[src/rtl/serial_mag_compare_pkg.sv]
// Shared types and helpers for the serial magnitude comparator.
// The state enum, the slice width and the slice-count helper live here.
package serial_cmp_pkg;

    typedef enum logic {
        IDLE = 1'b0,
        RUN  = 1'b1
    } state_t;

    localparam int SLICE_W = 2;

    function automatic int nslice(input int width);
        return width / SLICE_W;
    endfunction

endpackage

[src/rtl/serial_mag_compare_if.sv]
// Request/result bundle between a requester and the serial magnitude comparator.
// The requester drives start and the operands; the comparator returns busy, done and the held flags.
interface serial_mag_compare_if #(
    parameter int WIDTH = 8
);
    logic             start;
    logic [WIDTH-1:0] a;
    logic [WIDTH-1:0] b;
    logic             busy;
    logic             done;
    logic             a_eq_b;
    logic             a_gt_b;
    logic             a_lt_b;

    modport master (
        output start, a, b,
        input  busy, done, a_eq_b, a_gt_b, a_lt_b
    );

    modport slave (
        input  start, a, b,
        output busy, done, a_eq_b, a_gt_b, a_lt_b
    );
endinterface

[src/rtl/serial_mag_compare_cmp2.sv]
// Gate-level 2-bit unsigned magnitude comparator cell.
// Exactly one of eq/gt/lt is high for any input pair.
module comparator_2bit (
    input  logic [1:0] a,
    input  logic [1:0] b,
    output logic       eq,
    output logic       gt,
    output logic       lt
);
    logic eqHi;
    logic eqLo;

    assign eqHi = ~(a[1] ^ b[1]);
    assign eqLo = ~(a[0] ^ b[0]);

    assign eq = eqHi & eqLo;
    assign gt = (a[1] & ~b[1]) | (eqHi & a[0] & ~b[0]);
    assign lt = (~a[1] & b[1]) | (eqHi & ~a[0] & b[0]);
endmodule

[src/rtl/serial_mag_compare.sv]
// Sequential WIDTH-bit unsigned comparator: walks 2-bit slices MSB first through one
// comparator_2bit cell and stops at the first unequal slice.
//
//  state | meaning
//  IDLE  | waiting for start; result flags held from the last comparison
//  RUN   | comparing the top slice of the shift registers each cycle
module serial_mag_compare
    import serial_cmp_pkg::*;
#(
    parameter int WIDTH = 8
) (
    input  logic                 clk,
    input  logic                 rst_n,
    serial_mag_compare_if.slave  cmpBus
);
    localparam int NSLICE = nslice(WIDTH);
    localparam int CNT_W  = (NSLICE > 1) ? $clog2(NSLICE) : 1;

    state_t           state;
    logic [WIDTH-1:0] shiftA;
    logic [WIDTH-1:0] shiftB;
    logic [CNT_W-1:0] sliceCnt;
    logic             busyReg;
    logic             doneReg;
    logic             eqReg;
    logic             gtReg;
    logic             ltReg;

    logic             sliceEq;
    logic             sliceGt;
    logic             sliceLt;

    comparator_2bit u_cmp (
        .a  (shiftA[WIDTH-1 -: SLICE_W]),
        .b  (shiftB[WIDTH-1 -: SLICE_W]),
        .eq (sliceEq),
        .gt (sliceGt),
        .lt (sliceLt)
    );

    always_ff @(posedge clk) begin
        if (!rst_n) begin
            state    <= IDLE;
            shiftA   <= '0;
            shiftB   <= '0;
            sliceCnt <= '0;
            busyReg  <= 1'b0;
            doneReg  <= 1'b0;
            eqReg    <= 1'b0;
            gtReg    <= 1'b0;
            ltReg    <= 1'b0;
        end else begin
            doneReg <= 1'b0;
            case (state)
                IDLE: begin
                    if (cmpBus.start && !busyReg) begin
                        shiftA   <= cmpBus.a;
                        shiftB   <= cmpBus.b;
                        sliceCnt <= CNT_W'(NSLICE - 1);
                        eqReg    <= 1'b0;
                        gtReg    <= 1'b0;
                        ltReg    <= 1'b0;
                        busyReg  <= 1'b1;
                        state    <= RUN;
                    end
                end
                RUN: begin
                    // First unequal slice decides the whole result.
                    if (!sliceEq) begin
                        gtReg   <= sliceGt;
                        ltReg   <= sliceLt;
                        doneReg <= 1'b1;
                        busyReg <= 1'b0;
                        state   <= IDLE;
                    end else if (sliceCnt != '0) begin
                        shiftA   <= shiftA << SLICE_W;
                        shiftB   <= shiftB << SLICE_W;
                        sliceCnt <= sliceCnt - 1'b1;
                    end else begin
                        eqReg   <= 1'b1;
                        doneReg <= 1'b1;
                        busyReg <= 1'b0;
                        state   <= IDLE;
                    end
                end
                default: begin
                    busyReg <= 1'b0;
                    state   <= IDLE;
                end
            endcase
        end
    end

    assign cmpBus.busy   = busyReg;
    assign cmpBus.done   = doneReg;
    assign cmpBus.a_eq_b = eqReg;
    assign cmpBus.a_gt_b = gtReg;
    assign cmpBus.a_lt_b = ltReg;
endmodule

[src/flat_wrapper.sv]
// flat-port wrapper written by rule: the top's interface ports become plain ports
module serial_mag_compare_flat import serial_cmp_pkg::*;
#(
    parameter int WIDTH = 8
)
  (clk, rst_n, cmpBus_start, cmpBus_a, cmpBus_b, cmpBus_busy, cmpBus_done, cmpBus_a_eq_b, cmpBus_a_gt_b, cmpBus_a_lt_b);
  serial_mag_compare_if #(.WIDTH(WIDTH)) cmpBus_i ();
  input  logic clk;
  input  logic rst_n;
  input wire logic [$bits(cmpBus_i.start)-1:0] cmpBus_start;
  input wire logic [$bits(cmpBus_i.a)-1:0] cmpBus_a;
  input wire logic [$bits(cmpBus_i.b)-1:0] cmpBus_b;
  output wire logic [$bits(cmpBus_i.busy)-1:0] cmpBus_busy;
  output wire logic [$bits(cmpBus_i.done)-1:0] cmpBus_done;
  output wire logic [$bits(cmpBus_i.a_eq_b)-1:0] cmpBus_a_eq_b;
  output wire logic [$bits(cmpBus_i.a_gt_b)-1:0] cmpBus_a_gt_b;
  output wire logic [$bits(cmpBus_i.a_lt_b)-1:0] cmpBus_a_lt_b;
  assign cmpBus_i.start = cmpBus_start;
  assign cmpBus_i.a = cmpBus_a;
  assign cmpBus_i.b = cmpBus_b;
  assign cmpBus_busy = cmpBus_i.busy;
  assign cmpBus_done = cmpBus_i.done;
  assign cmpBus_a_eq_b = cmpBus_i.a_eq_b;
  assign cmpBus_a_gt_b = cmpBus_i.a_gt_b;
  assign cmpBus_a_lt_b = cmpBus_i.a_lt_b;
  serial_mag_compare #(.WIDTH(WIDTH)) u_core (.clk(clk), .rst_n(rst_n), .cmpBus(cmpBus_i));
endmodule
[config.mk]
export PLATFORM = sky130hd
export DESIGN_NAME = serial_mag_compare_flat
export DESIGN_NICKNAME = d
export VERILOG_FILES = /design/src/rtl/serial_mag_compare_pkg.sv /design/src/rtl/serial_mag_compare_if.sv /design/src/rtl/serial_mag_compare_cmp2.sv /design/src/rtl/serial_mag_compare.sv /design/src/flat_wrapper.sv
export SDC_FILE = /design/constraint.sdc
export NUM_CORES = 1
export LEC_CHECK = 0
export CORE_MARGIN = 3
export CORE_UTILIZATION = 35
export DETAILED_ROUTE_END_ITERATION = 8
export GPL_TIMING_DRIVEN = 0
export PLACE_DENSITY = 0.6
export SYNTH_ARGS = -nofsm -noshare
export SYNTH_HDL_FRONTEND = slang
export SYNTH_HIERARCHICAL = 1
export SYNTH_SLANG_ARGS = --single-unit
[constraint.sdc]
create_clock -name clk -period 1.9 [get_ports clk]
set_input_delay 0.38 -clock clk [delete_from_list [all_inputs] [get_ports clk]]
set_output_delay 0.38 -clock clk [all_outputs]
set_load 0.05 [all_outputs]
== After elaboration in Yosys (flattened, before gate mapping) ==
Index checks and enable logic that the tools add are counted.

* $add $sub $neg: 1
* Multipliers: 0
* Div/mod/pow operators: 0
* Order comparisons: 0
* Eq/ne operators: 6
* Shift operators: 0
* Muxes and demuxes: 30
* Bitwise gates (word level): 18
* Reductions and logical operators: 8

{| class="wikitable"
|+ Operator list
! cell !! count
|-
| 2-to-1 mux 8 bit || 6
|-
| case mux 8 bit (2 select lines) || 2
|-
| 2-to-1 mux 1 bit || 13
|-
| case mux 1 bit (2 select lines) || 5
|-
| inequality test 2 bit, second input constant || 4
|-
| bitwise AND 1 bit || 7
|-
| inverter 1 bit || 7
|-
| 2-to-1 mux 2 bit || 3
|-
| AND reduction 2 bit || 3
|-
| AND reduction 3 bit || 2
|-
| case mux 2 bit (2 select lines) || 1
|-
| inequality test 3 bit, second input constant || 1
|-
| inequality test 2 x 1 -> 1 bit, second input constant || 1
|-
| bitwise OR 1 bit || 2
|-
| nonzero test 2 bit || 1
|-
| subtractor 2 x 1 -> 2 bit, second input constant || 1
|-
| bitwise XOR 1 bit || 2
|-
| logical AND 1 bit || 1
|-
| zero test 1 bit || 1
|}

* Register bits: 24
* Latch bits: 0
* Memory bits (writable): 0
* Memory bits (read-only): 0
* Input bits: 19
* Word-level logic and storage cells: 72
* Memories: 0

== Logic depth before layout (Yosys ltp) ==
* Word-level depth: 7
* Depth in mapped cells: 8

== By module ==
Netlist, hierarchy kept.

{| class="wikitable"
|+ Modules (own cells, without submodules)
! module !! times used !! cells each !! area each (µm²) !! seq. area each (µm²)
|-
| serial_mag_compare || 1 || 115 || 1128.6 || 480.5
|-
| comparator_2bit || 1 || 10 || 71.3 || 0.0
|}

== Least setup slack after synthesis ==
No wires, ideal clock.

* Path kind: register to register
* Start point: register u_core.shiftA[7]
* End point: register u_core.shiftA[5]
* Setup time: 134 ps
* Arrival: 1526 ps
* Required time: 1766 ps
* Slack: 240 ps
* Cell stages (with the launch flop): 9
* Period minus slack after synthesis: 1660 ps
* Path through: dfxtp_1 > inv_1 > ha_1 > and2_1 > nand2b_1 > buf_2 > buf_6 > mux2i_1 > o22ai_1

* Longest elaborated chain between the ends: 5

{| class="wikitable"
|+ Ends and longest elaborated chain
! what !! RTL line !! RTL
|-
| from (decl) || serial_mag_compare.sv:20 || <nowiki>logic [WIDTH-1:0] shiftA;</nowiki>
|-
| from (signal assigned) || serial_mag_compare.sv:57 || <nowiki>shiftA <= cmpBus.a;</nowiki>
|-
| from (signal assigned) || serial_mag_compare.sv:76 || <nowiki>shiftA <= shiftA << SLICE_W;</nowiki>
|-
| bitwise XOR 1 bit || serial_mag_compare_cmp2.sv:13 || <nowiki>assign eqHi = ~(a[1] ^ b[1]);</nowiki>
|-
| inverter 1 bit || serial_mag_compare_cmp2.sv:13 ||
|-
| bitwise AND 1 bit || serial_mag_compare_cmp2.sv:16 || <nowiki>assign eq = eqHi & eqLo;</nowiki>
|-
| named net u_core.sliceEq || serial_mag_compare.sv:29 || <nowiki>logic sliceEq;</nowiki>
|-
| inequality test 2 bit (no source line) || -- ||
|-
| AND reduction 3 bit (no source line) || -- ||
|}

The timed path passes the listed nets, and every way through them passes these cells.
A chain may end at the register's enable or synchronous reset.

== Worst setup path in the final report ==
* Start point: register u_core.eqReg, in the netlist u_core/cmpBus.a_eq_b
* End point: output port cmpBus_a_eq_b

{| class="wikitable"
|+ RTL lines
! what !! RTL line !! RTL
|-
| from (decl) || serial_mag_compare.sv:25 || <nowiki>logic eqReg;</nowiki>
|-
| from (signal assigned) || serial_mag_compare.sv:49 || <nowiki>eqReg <= 1'b0;</nowiki>
|-
| from (signal assigned) || serial_mag_compare.sv:60 || <nowiki>eqReg <= 1'b0;</nowiki>
|-
| from (signal assigned) || serial_mag_compare.sv:80 || <nowiki>eqReg <= 1'b1;</nowiki>
|-
| to (decl) || flat_wrapper.sv:15 || <nowiki>output wire logic [$bits(cmpBus_i.a_eq_b)-1:0] cmpBus_a_eq_b;</nowiki>
|}

No word-level cell between the ends.

==> impl_metrics.csv <==
group,metric,value,unit
job,max_cap_viol_count,0,
placed_design,gp_congestion,0.766,
sta,fin_crit_sh,0.967,
placed_design,dp_cells,192,
floorplan,die_w,64.6,um
min_path,worstHoldPathType,"reg -> reg",
detailed_routing,viasPerCell,4.89,
global_routing,overflow,0,
detailed_routing,drtPass1Iterations,4,
worst_setup_path,critPathLaunch,"u_core/cmpBus.a_eq_b",
finish,antenna_cells,0,
clocking,ctsHoldBuffers,0,
clocking,htreeDepth,1,
detailed_routing,wire_per_inst,12.9,um
finish,nNetsFinal,176,
pwr,max-vdd-ir-drop,337,uV
floorplan,fp-row-count,20,
placed_design,hpwlAfterDp,1820,um
sta,slew_headroom,0.663,
sta,finalSetupViolCount,0,
worst_setup_path,cpMaxStageDelayCell,"clkdlybuf4s50_1",
worst_setup_path,crit_cells,1,
worst_setup_path,ff2ff_path_depth,8,
worst_setup_path,r2r_setup_slack,0.10,ns
detailed_routing,drc,0,
worst_setup_path,worst_r2r_endpoint,"u_core/shiftB[3]",
finish,fillers,317,
outcome,status,"finished, final reports clean",
synth,ys_ff_latch,24,
finish,area_delta_synth_final,28.9,%
sta,period_needed,1.84,ns
floorplan,design.portCount,24,
sta,holdWs,0.489,ns
pwr,power-per-cell-area,809,nW/um2
global_routing,grt_pass1_wl,4220,um
worst_setup_path,crit_path_end_kind,"output port",
worst_setup_path,slowest_delay,0.80,ns
detailed_routing,first_iter_violations,27,
synth,synth.distinct_cells,26,
synth,synth_fa_ha_area_frac,0.0417,
worst_setup_path,cp-start-kind,"register",
sta,setup_ws,0.0630,ns
clocking,path_clk_slew,0.13,ns
worst_setup_path,path_buf_inv,1,
worst_setup_path,arrival,1.46,ns
synth,yosys_warnings,6,
sta,max_freq,0.544,GHz
synth,synth_mux_area_frac,0.200,
clocking,root_buffer,"clkbuf_4",
clocking,cts_made_buffers,3,
sta,setup_tns,0,ns
finish,drive_gt1_frac,0.0921,
synth,syn_nets,148,
finish,final_cell_count_no_fill,196,
finish,layout_common_cells,"23 x mux2i_1, 23 x dfxtp_1, 20 x clkdlybuf4s50_1",
synth,syn_area,1200,um2
floorplan,coreArea,3150,um2
global_routing,grt_max_degree,14,
synth,syn_inst,125,
floorplan,start_util,0.381,
worst_setup_path,rr_startpoint,"u_core/shiftA[7]",
synth,synth_compound_area_frac,0.146,
sta,tightest_slew,0.504,ns
worst_setup_path,worstPathRequired,1.52,ns
worst_setup_path,crit_path_end,"cmpBus_a_eq_b",
floorplan,die_y,64.6,um
sta,finClkSkew,0.00146,ns
global_routing,grt_pass1_vias,914,
clocking,clockBufferDepth,2,
global_routing,grt.total_usage,0.128,
clocking,cts_setup_buffers,0,
floorplan,dieArea,4170,um2
worst_setup_path,crit_path_cell_trace,"clkdlybuf4s50_1",
placed_design,io_buffers,23,
detailed_routing,routed_wl,2520,um
sta,slew_violations,0,
sta,hold_viol_final,0,
global_routing,antenna_found_initial,0,
synth,synth_xor_area_frac,0.0146,
detailed_routing,ant_nets,0,
clocking,clk_latency,0.31,ns
clocking,cts_tree,"built",
synth,yosys.area_share.simple,0.125,
synth,yosysSeqAreaShare,0.400,
sta,rsz0062_at_grt,"false",
synth,synth_top_family_by_area,"multiplexers",
worst_setup_path,crit_fanout,2,
synth,synth.avg_cell_area,9.60,um2
worst_setup_path,cp_top_family,"buffers and inverters",
worst_setup_path,critPathKind,"reg -> out",
clocking,clock-sinks,24,
detailed_routing,vias,958,
pwr,leakage,0.656,nW
placed_design,preCtsSetupSlack,0.0107,ns
## synthesized netlist by cell type
cell / instances / area, um2
buf_6: 3 / 33.8
a32oi_1: 1 / 8.76
o21a_1: 1 / 7.51
nand3b_1: 2 / 15.0
xnor2_1: 2 / 17.5
mux2i_1: 24 / 240
a31oi_1: 1 / 6.26
o221a_1: 1 / 11.3
inv_1: 7 / 26.3
a31o_1: 1 / 8.76
nand2_4: 1 / 11.3
a21oi_1: 2 / 10.0
clkbuf_1: 3 / 11.3
o22ai_1: 17 / 106
nand3_1: 1 / 5.00
nand2b_1: 3 / 18.8
o22a_1: 1 / 8.76
o21bai_1: 1 / 7.51
ha_1: 4 / 50.1
dfxtp_1: 24 / 480
or3b_1: 2 / 17.5
buf_2: 3 / 15.0
and2_1: 1 / 6.26
nand2_1: 14 / 52.6
nor2_1: 3 / 11.3
nor2b_1: 2 / 12.5
## metal layers
metal | up-vias | share of wire | global-route usage
met3 | 2 | 0.046 | 0.0243
met4 | 0 | 0.011 | 0.0633
met2 | 17 | 0.44 | 0.195
li1 | 499 | - | -
met5 | - | 0 | 0
met1 | 440 | 0.51 | 0.173
## stage by stage
stage	power [W]	util	cell area, um2
floorplan	0.000861	-	1200
global placement	0.000961	0.471	1490
detailed placement	0.000965	0.471	1490
CTS	0.00124	0.483	1520
global route	0.00133	0.490	1550
finish	0.00125	0.490	1550
## worst min-delay path: cells and delay by family (launching register included)
kind               cells  cell delay, ns
DFF                    1            0.34
AOI/OAI and AO/OA      1            0.06
and+or+nand+nor        1            0.06
## worst min path at each step
stage / startpoint / to / slack, ns / cells past startpoint
after floorplan: u_core/shiftA[0] / u_core/shiftA[0] / 0.45 / 2
after global placement: u_core/shiftA[0] / u_core/shiftA[0] / 0.46 / 2
after detailed placement: u_core/cmpBus.a_gt_b / u_core/cmpBus.a_gt_b / 0.47 / 2
after CTS: u_core/shiftA[0] / u_core/shiftA[0] / 0.49 / 2
after global routing: u_core/shiftA[0] / u_core/shiftA[0] / 0.50 / 2
final: u_core/cmpBus.a_gt_b / u_core/cmpBus.a_gt_b / 0.49 / 2
## cell families (layout without fill, tap and decap cells)
| family | count (synthesis) | after routing |
|---|---|---|
| flip-flops | 24 | 24 |
| AO/OA/AOI/OAI | 26 | 26 |
| AND/OR/NAND/NOR | 29 | 29 |
| multiplexers | 24 | 24 |
| XOR/XNOR | 2 | 2 |
| buffers and inverters | 16 | 43 |
| adder cells (fa/ha/maj) | 4 | 4 |
## registers in the layout, summed over array words and instances, names as in the netlist
register	flops
u_core/cmpBus.a_gt_b	1
u_core/shiftA	8
u_core/cmpBus.done	1
u_core/state	1
u_core/shiftB	8
u_core/cmpBus.a_lt_b	1
u_core/cmpBus.busy	1
u_core/cmpBus.a_eq_b	1
u_core/sliceCnt	2
## where the power goes
part	switching [W]	leakage (nW)	internal (W)	total (W)
logic	0.000192	0.438	0.000207	0.000399
registers	0.0000329	0.197	0.000548	0.000581
clock network	0.000154	0.0210	0.000117	0.000271
## what timing repair did
action,CTS,global route
pin swaps,0,0
resized for setup,2,9
endpoints found under the setup margin,2,10
## cell type report
cell class / count / area, um2 / area share
plain buffers: 9 / 75.1 / 0.0485
flip-flops and latches: 24 / 482 / 0.311
clock buffers: 4 / 36.3 / 0.0235
inverters: 7 / 26.3 / 0.0170
repair buffers: 23 / 234 / 0.151
multi-input cells: 85 / 638 / 0.413
well taps: 44 / 55.1 / 0.0356
No activity file was read; power rests on OpenSTA's default activity.
